**config.mk**
```make
export PLATFORM = sky130hd
export DESIGN_NAME = nco_channel_scheduler_flat
export DESIGN_NICKNAME = d
export VERILOG_FILES = /design/src/rtl/nco_channel_scheduler_pkg.sv /design/src/rtl/nco_channel_scheduler_if.sv /design/src/rtl/nco_channel_scheduler_phase_bank.sv /design/src/rtl/nco_channel_scheduler.sv /design/src/flat_wrapper.sv
export SDC_FILE = /design/constraint.sdc
export NUM_CORES = 1
export LEC_CHECK = 0
export ABC_AREA = 0
export CORE_MARGIN = 2
export CORE_UTILIZATION = 25
export DETAILED_ROUTE_END_ITERATION = 12
export GPL_TIMING_DRIVEN = 0
export MAX_ROUTING_LAYER = met4
export PLACE_DENSITY = 0.52
export SYNTH_ARGS = -nofsm -noshare
export SYNTH_HDL_FRONTEND = slang
export SYNTH_SLANG_ARGS = --single-unit
```
**constraint.sdc**
```tcl
create_clock -name clk -period 7.2 [get_ports clk]
set_input_delay 1.8 -clock clk [delete_from_list [all_inputs] [get_ports clk]]
set_output_delay 1.8 -clock clk [all_outputs]
set_load 0.01 [all_outputs]
```
**src/rtl/nco_channel_scheduler_pkg.sv**
```systemverilog
// Shared types and default widths for the NCO channel scheduler.
package nco_pkg;

  typedef enum logic [1:0] {
    IDLE = 2'd0,
    ADDR = 2'd1,
    DATA = 2'd2
  } state_t;

  localparam int NCO_NUM_CH  = 4;
  localparam int NCO_PHASE_W = 16;
  localparam int NCO_ADDR_W  = 8;
  localparam int NCO_DATA_W  = 16;

  function automatic int ch_w(input int n);
    return (n > 1) ? $clog2(n) : 1;
  endfunction

endpackage

```
**src/rtl/nco_channel_scheduler_if.sv**
```systemverilog
// Host configuration write channel plus the tagged sample output stream.
interface nco_channel_scheduler_if
  import nco_pkg::*;
#(
  parameter int NUM_CH  = NCO_NUM_CH,
  parameter int PHASE_W = NCO_PHASE_W,
  parameter int DATA_W  = NCO_DATA_W
) ();
  localparam int CH_W = ch_w(NUM_CH);

  logic               cfg_valid;
  logic               cfg_ready;
  logic [CH_W-1:0]    cfg_ch;
  logic [PHASE_W-1:0] cfg_ftw;
  logic               cfg_en;
  logic               cfg_phase_clr;

  logic               sample_valid;
  logic [CH_W-1:0]    sample_ch;
  logic [DATA_W-1:0]  sample_data;

  modport master (
    output cfg_valid, cfg_ch, cfg_ftw, cfg_en, cfg_phase_clr,
    input  cfg_ready, sample_valid, sample_ch, sample_data
  );

  modport slave (
    input  cfg_valid, cfg_ch, cfg_ftw, cfg_en, cfg_phase_clr,
    output cfg_ready, sample_valid, sample_ch, sample_data
  );
endinterface

```
**src/rtl/nco_channel_scheduler_phase_bank.sv**
```systemverilog
// Per-channel tuning word, enable and phase accumulator storage.
module nco_phase_bank
  import nco_pkg::*;
#(
  parameter int NUM_CH  = NCO_NUM_CH,
  parameter int PHASE_W = NCO_PHASE_W,
  parameter int ADDR_W  = NCO_ADDR_W,
  parameter int CH_W    = ch_w(NUM_CH)
) (
  input  logic               clk,
  input  logic               rst,
  input  logic               wr,
  input  logic [CH_W-1:0]    wr_ch,
  input  logic [PHASE_W-1:0] wr_ftw,
  input  logic               wr_en,
  input  logic               wr_clr,
  input  logic               adv,
  input  logic [CH_W-1:0]    adv_ch,
  input  logic [CH_W-1:0]    rd_ch,
  output logic [NUM_CH-1:0]  en_mask,
  output logic [ADDR_W-1:0]  rd_addr
);

  logic [PHASE_W-1:0] ftw   [NUM_CH];
  logic [PHASE_W-1:0] phase [NUM_CH];
  logic [NUM_CH-1:0]  en;

  // Writes only happen in IDLE and advances only in ADDR, so they never collide;
  // an out-of-range wr_ch matches no entry and is silently dropped.
  always_ff @(posedge clk or negedge rst) begin
    if (!rst) begin
      en <= '0;
      for (int i = 0; i < NUM_CH; i++) begin
        ftw[i]   <= '0;
        phase[i] <= '0;
      end
    end else begin
      for (int i = 0; i < NUM_CH; i++) begin
        if (wr && int'(wr_ch) == i) begin
          ftw[i] <= wr_ftw;
          en[i]  <= wr_en;
          if (wr_clr) phase[i] <= '0;
        end else if (adv && int'(adv_ch) == i) begin
          phase[i] <= phase[i] + ftw[i];
        end
      end
    end
  end

  always_comb begin
    rd_addr = '0;
    for (int i = 0; i < NUM_CH; i++) begin
      if (int'(rd_ch) == i) rd_addr = phase[i][PHASE_W-1 -: ADDR_W];
    end
  end

  assign en_mask = en;

endmodule

```
**src/rtl/nco_channel_scheduler.sv**
```systemverilog
// Sweeps enabled NCO channels through one shared synchronous sine ROM per tick.
module nco_channel_scheduler
  import nco_pkg::*;
#(
  parameter int NUM_CH  = NCO_NUM_CH,
  parameter int PHASE_W = NCO_PHASE_W,
  parameter int ADDR_W  = NCO_ADDR_W,
  parameter int DATA_W  = NCO_DATA_W
) (
  input  logic                    clk,
  input  logic                    rst,
  input  logic                    tick,
  input  logic                    ovr_clr,
  output logic [ADDR_W-1:0]       rom_addr,
  input  logic [DATA_W-1:0]       rom_data,
  output logic                    busy,
  output logic                    overrun,
  nco_channel_scheduler_if.slave  bus
);

  localparam int CH_W = ch_w(NUM_CH);

  state_t            state, state_d;
  logic [CH_W-1:0]   cur_ch, cur_d;
  logic [NUM_CH-1:0] en_mask, en_snap;
  logic [ADDR_W-1:0] rd_addr;
  logic [CH_W:0]     search;
  logic              cfg_wr;
  logic              vld_p1;
  logic [CH_W-1:0]   ch_p1;
  logic [DATA_W-1:0] data_p1;

  // Lowest enabled index >= from, returned as {found, index}.
  function automatic logic [CH_W:0] find_next(input logic [NUM_CH-1:0] mask, input int from);
    logic [CH_W:0] r;
    r = '0;
    for (int i = NUM_CH - 1; i >= 0; i--) begin
      if (mask[i] && i >= from) r = {1'b1, CH_W'(i)};
    end
    return r;
  endfunction

  assign bus.cfg_ready = (state == IDLE) && !tick;
  assign cfg_wr        = bus.cfg_valid && bus.cfg_ready;

  nco_phase_bank #(
    .NUM_CH (NUM_CH),
    .PHASE_W(PHASE_W),
    .ADDR_W (ADDR_W),
    .CH_W   (CH_W)
  ) u_bank (
    .clk    (clk),
    .rst    (rst),
    .wr     (cfg_wr),
    .wr_ch  (bus.cfg_ch),
    .wr_ftw (bus.cfg_ftw),
    .wr_en  (bus.cfg_en),
    .wr_clr (bus.cfg_phase_clr),
    .adv    (state == ADDR),
    .adv_ch (cur_ch),
    .rd_ch  (cur_d),
    .en_mask(en_mask),
    .rd_addr(rd_addr)
  );

  always_comb begin
    state_d = state;
    cur_d   = cur_ch;
    search  = '0;
    case (state)
      IDLE: begin
        search = find_next(en_mask, 0);
        if (tick && search[CH_W]) begin
          state_d = ADDR;
          cur_d   = search[CH_W-1:0];
        end
      end
      ADDR: state_d = DATA;
      DATA: begin
        search = find_next(en_snap, int'(cur_ch) + 1);
        if (search[CH_W]) begin
          state_d = ADDR;
          cur_d   = search[CH_W-1:0];
        end else begin
          state_d = IDLE;
        end
      end
      default: state_d = IDLE;
    endcase
  end

  always_ff @(posedge clk or negedge rst) begin
    if (!rst) begin
      state   <= IDLE;
      cur_ch  <= '0;
      en_snap <= '0;
    end else begin
      state  <= state_d;
      cur_ch <= cur_d;
      if (state == IDLE && tick) en_snap <= en_mask;
    end
  end

  // Stage p1: ROM address is loaded on entry to ADDR so the synchronous ROM
  // answers during DATA; the captured word appears one cycle after DATA.
  always_ff @(posedge clk or negedge rst) begin
    if (!rst) begin
      rom_addr <= '0;
      vld_p1   <= 1'b0;
      ch_p1    <= '0;
      data_p1  <= '0;
      busy     <= 1'b0;
      overrun  <= 1'b0;
    end else begin
      if (state_d == ADDR) rom_addr <= rd_addr;
      vld_p1 <= (state == DATA);
      if (state == DATA) begin
        ch_p1   <= cur_ch;
        data_p1 <= rom_data;
      end
      busy <= (state_d != IDLE);
      if (tick && state != IDLE) overrun <= 1'b1;
      else if (ovr_clr)          overrun <= 1'b0;
    end
  end

  assign bus.sample_valid = vld_p1;
  assign bus.sample_ch    = ch_p1;
  assign bus.sample_data  = data_p1;

endmodule

```
**src/flat_wrapper.sv**
```systemverilog
// flat-port wrapper written by rule: the top's interface ports become plain ports
module nco_channel_scheduler_flat import nco_pkg::*;
#(
  parameter int NUM_CH  = NCO_NUM_CH,
  parameter int PHASE_W = NCO_PHASE_W,
  parameter int ADDR_W  = NCO_ADDR_W,
  parameter int DATA_W  = NCO_DATA_W
)
  (clk, rst, tick, ovr_clr, rom_addr, rom_data, busy, overrun, bus_cfg_valid, bus_cfg_ch, bus_cfg_ftw, bus_cfg_en, bus_cfg_phase_clr, bus_cfg_ready, bus_sample_valid, bus_sample_ch, bus_sample_data);
  nco_channel_scheduler_if #(.NUM_CH(NUM_CH), .PHASE_W(PHASE_W), .DATA_W(DATA_W)) bus_i ();
  input  logic clk;
  input  logic rst;
  input  logic tick;
  input  logic ovr_clr;
  output logic [ADDR_W-1:0] rom_addr;
  input  logic [DATA_W-1:0] rom_data;
  output logic busy;
  output logic overrun;
  input wire logic [$bits(bus_i.cfg_valid)-1:0] bus_cfg_valid;
  input wire logic [$bits(bus_i.cfg_ch)-1:0] bus_cfg_ch;
  input wire logic [$bits(bus_i.cfg_ftw)-1:0] bus_cfg_ftw;
  input wire logic [$bits(bus_i.cfg_en)-1:0] bus_cfg_en;
  input wire logic [$bits(bus_i.cfg_phase_clr)-1:0] bus_cfg_phase_clr;
  output wire logic [$bits(bus_i.cfg_ready)-1:0] bus_cfg_ready;
  output wire logic [$bits(bus_i.sample_valid)-1:0] bus_sample_valid;
  output wire logic [$bits(bus_i.sample_ch)-1:0] bus_sample_ch;
  output wire logic [$bits(bus_i.sample_data)-1:0] bus_sample_data;
  assign bus_i.cfg_valid = bus_cfg_valid;
  assign bus_i.cfg_ch = bus_cfg_ch;
  assign bus_i.cfg_ftw = bus_cfg_ftw;
  assign bus_i.cfg_en = bus_cfg_en;
  assign bus_i.cfg_phase_clr = bus_cfg_phase_clr;
  assign bus_cfg_ready = bus_i.cfg_ready;
  assign bus_sample_valid = bus_i.sample_valid;
  assign bus_sample_ch = bus_i.sample_ch;
  assign bus_sample_data = bus_i.sample_data;
  nco_channel_scheduler #(.NUM_CH(NUM_CH), .PHASE_W(PHASE_W), .ADDR_W(ADDR_W), .DATA_W(DATA_W)) u_core (.clk(clk), .rst(rst), .tick(tick), .ovr_clr(ovr_clr), .rom_addr(rom_addr), .rom_data(rom_data), .busy(busy), .overrun(overrun), .bus(bus_i));
endmodule
```
==> results of run 1 <==
final cells by class:
cell class	instances	share of cell area, %
Inverter	38	1.29
Clock buffer	18	3.88
Sequential cell	168	38.0
Clock inverter	14	1.03
Multi-Input combinational cell	650	43.1
Timing Repair Buffer	70	6.53
Buffer	26	0.915
Tap cell	468	5.29
flip-flops by register name, summed over array words and instances, names as in the netlist:
name                     cells
u_core.u_bank.phase         64
u_core.bus.sample_ch         2
u_core.bus.sample_data      16
u_core.u_bank.ftw           64
u_core.en_snap               3
u_core.cur_ch                2
u_core.busy                  1
u_core.rom_addr              8
u_core.state                 2
u_core.overrun               1
u_core.u_bank.en_mask        4
u_core.bus.sample_valid      1
per-layer routing:
| metal | global-route usage, % | part of all wire (%) | wire length [um] |
|---|---|---|---|
| met2 | 19.1 | 43 | 10100 |
| met4 | 4.21 | 2.1 | 479 |
| met1 | 18.0 | 50 | 11700 |
| met5 | - | 0 | 0 |
| met3 | 2.18 | 4.2 | 986 |
logic make-up after synthesis:
kind of cell | count (synthesis)
adder cells (fa/ha/maj) | 64
XOR/XNOR | 38
multiplexers | 103
AO/OA/AOI/OAI | 212
AND/OR/NAND/NOR | 233
buffers and inverters | 64
flip-flops | 168
placed cells by master, fill, tap and decap left out, drive strengths merged, types with 14 or more instances in the layout:
cell,netlist,final
clkdlybuf4s50,0,68
nor3,19,19
o21ai,71,71
ha,60,60
nand2,115,115
a21o,15,15
clkbuf,20,38
inv,37,44
a21oi,36,36
mux2i,27,27
nor2,34,34
xnor2,14,14
dfrtp,168,168
mux2,76,76
xor2,24,24
metrics by stage:
stage          worst slack (ns)  instance area [um^2]  total power (uW)
2_1_floorplan              3.29                  9220              3760
3_3_place_gp              -3.04                 10500              4480
3_5_place_dp               2.25                 10500              4520
4_1_cts                    2.31                 11100              5430
5_1_grt                    2.22                 11100              5880
6_report                   2.32                 11100              5390
tightest hold or removal path, cell delays in order (launching register included):
cell     delay (ns)
dfrtp_1        0.35
nand2_1        0.05
o31ai_1        0.05
where the power goes:
part / switching, uW / internal, uW
combinational: 1440 / 1360
sequential: 315 / 1400
clock: 425 / 450
worst paths after layout:
path / startpoint / endpoint / slack (ns) / cells after the start
worst max-delay path: tick / bus_cfg_ready / 2.32 / 3
worst min-delay path: u_core.u_bank.phase[52] / u_core.u_bank.phase[52] / 0.48 / 2
worst max register to register: u_core.state[1] / u_core.u_bank.phase[51] / 4.06 / 7
worst min register to register: u_core.u_bank.phase[52] / u_core.u_bank.phase[52] / 0.48 / 2
max in group asynchronous: rst / u_core.u_bank.phase[58] / 5.01 / 2
min in group asynchronous: rst / u_core.overrun / 1.32 / 1
==> results.yml, run 1 <==
clock_network:
  post_cts_buffers: 0
  clk_latency_ns: 0.44
  htreeDepth: 4
  cts_num_sinks: 168
  clockBufferDepth: 2
  cts_tree: "yes"
  ctsHoldBuffers: 0
  numCtsBuffers: 17
  clk_pin_slew_ns: 0.07
  cts_resized: 0
  cts-root-buf: "clkbuf_16"
worst_setup_path:
  critPathKind: "in2out"
  worstPathArrival_ns: 3.08
  cp_common_cell: "clkdlybuf4s50_1"
  cp-end-kind: "primary output"
  start_kind: "input pin"
  crit_fanout: 5
  critical-path-top-delay-family: "buffers and inverters"
  cpPeakStageDelay_ns: 0.58
  slowest_stage: "clkdlybuf4s50_1"
  crit_required_ns: 5.40
  cp_num_buf_inv: 2
  worstPathCellList: "clkdlybuf4s50_1, nor3_1, clkdlybuf4s50_1"
yosys:
  ys_top_cells_by_area: "dfrtp_1 46%, mux2_2 9.3%, ha_1 8.1%"
  yosysTopAreaCell: "dfrtp_1"
  synthCells: 882
  synth_flop_cell: "dfrtp_1"
  yosys-mux-area-fraction_pct: 12.2
  synthesis.area_mm2: 0.00922
  synth-xor-area-share_pct: 3.61
  synth_cell_types: 63
  ys_ff_latch: 168
  synth_nets: 987
  synth-edff-count: 0
  synth_top_area_share_pct: 45.6
  yosys_warnings: 0
  synth-simple-area-share_pct: 11.9
  ys_top_cells_by_count: "168 x dfrtp_1, 115 x nand2_1, 76 x mux2_2, 70 x o21ai_0, 60 x ha_1"
  avgSynthCellArea_um2: 10.5
  synth-async-reset-ratio_pct: 100
  synth_top_family_by_area: "compound AO/OA/AOI/OAI gates"
  synth_seq_area_share_pct: 45.6
  synth-compound-area-share_pct: 15.1
  synthAdderAreaFrac_pct: 9.01
  yosysMostFrequentCell: "dfrtp_1"
min_path:
  hp-class: "reg2reg"
grt:
  first_global_vias: 6845
  grt_pass1_wl_um: 37300
  grt_max_degree: 94
  grt_overflow: 0
  grtUsageTotal_pct: 12.9
  antenna_found_initial: 0
routing:
  viasPerCell: 4.71
  vias: 6839
  wl_per_cell_um: 16.0
  drcViolationCount: 0
  routed_wl_um: 23200
  dr.pass1.iters: 4
  first_iter_violations: 345
  ant_nets: 0
timing:
  timing.slew.headroom_pct: 15.7
  period_minus_slack_ns: 4.88
  clock_skew_ns: 0.0122
  finalSetupViolations: 0
  rsz0062_at_grt: "no"
  drv_slew: 0
  worst_pin_slew_ns: 1.25
  min_period_over_period_pct: 67.8
  fmax_mhz: 205
  fin_setup_tns_ns: 0
  holdWs_ns: 0.484
  hold_viol: 0
layout:
  num_antenna_cells: 0
  final_cells: 1452
  nFillCells: 3770
  final_nets: 1076
  regArea_mm2: 0.00420
  drive_gt1_share_pct: 12.6
  final_util_pct: 30.4
  multiInputGateArea_mm2: 0.00477
  area_growth_pct: 20.1
die:
  die_w_um: 196
  io_pins: 71
  core_area_mm2: 0.0364
  rows: 70
  dieArea_mm2: 0.0384
  die_h_um: 196
  initial_core_util_pct: 25.3
run:
  max-cap-violations: 0
pwr:
  power.density_mw_per_mm2: 487
  leakage_uw: 0.00495
  irDropWorstVdd_uv: 156
placed_design:
  place_congestion: 0.819
  place_inst: 1420
  dp_hpwl_um: 17300
  numPortBuffers: 69
run_status:
  outcome: "finished clean"
(Power assumes the default switching activity.)
==> run 2: changes to the inputs <==
Clock period 7.2 ns to 4.6 ns, I/O delays scaled along.
==> results of run 2 <==
Same layout as run 1 (identical final DEF). Status: finished clean.
Among the figures that moved: setup slack after placement 2.25 ns -> 0.299 ns; setup slack after layout 2.32 ns -> 0.809 ns; end point of the critical path bus_cfg_ready -> u_core.u_bank.phase[51]; register-to-register setup slack 4.06 ns -> 1.46 ns; total power 5390 uW -> 8440 uW; worst IR drop on VDD 156 uV -> 245 uV
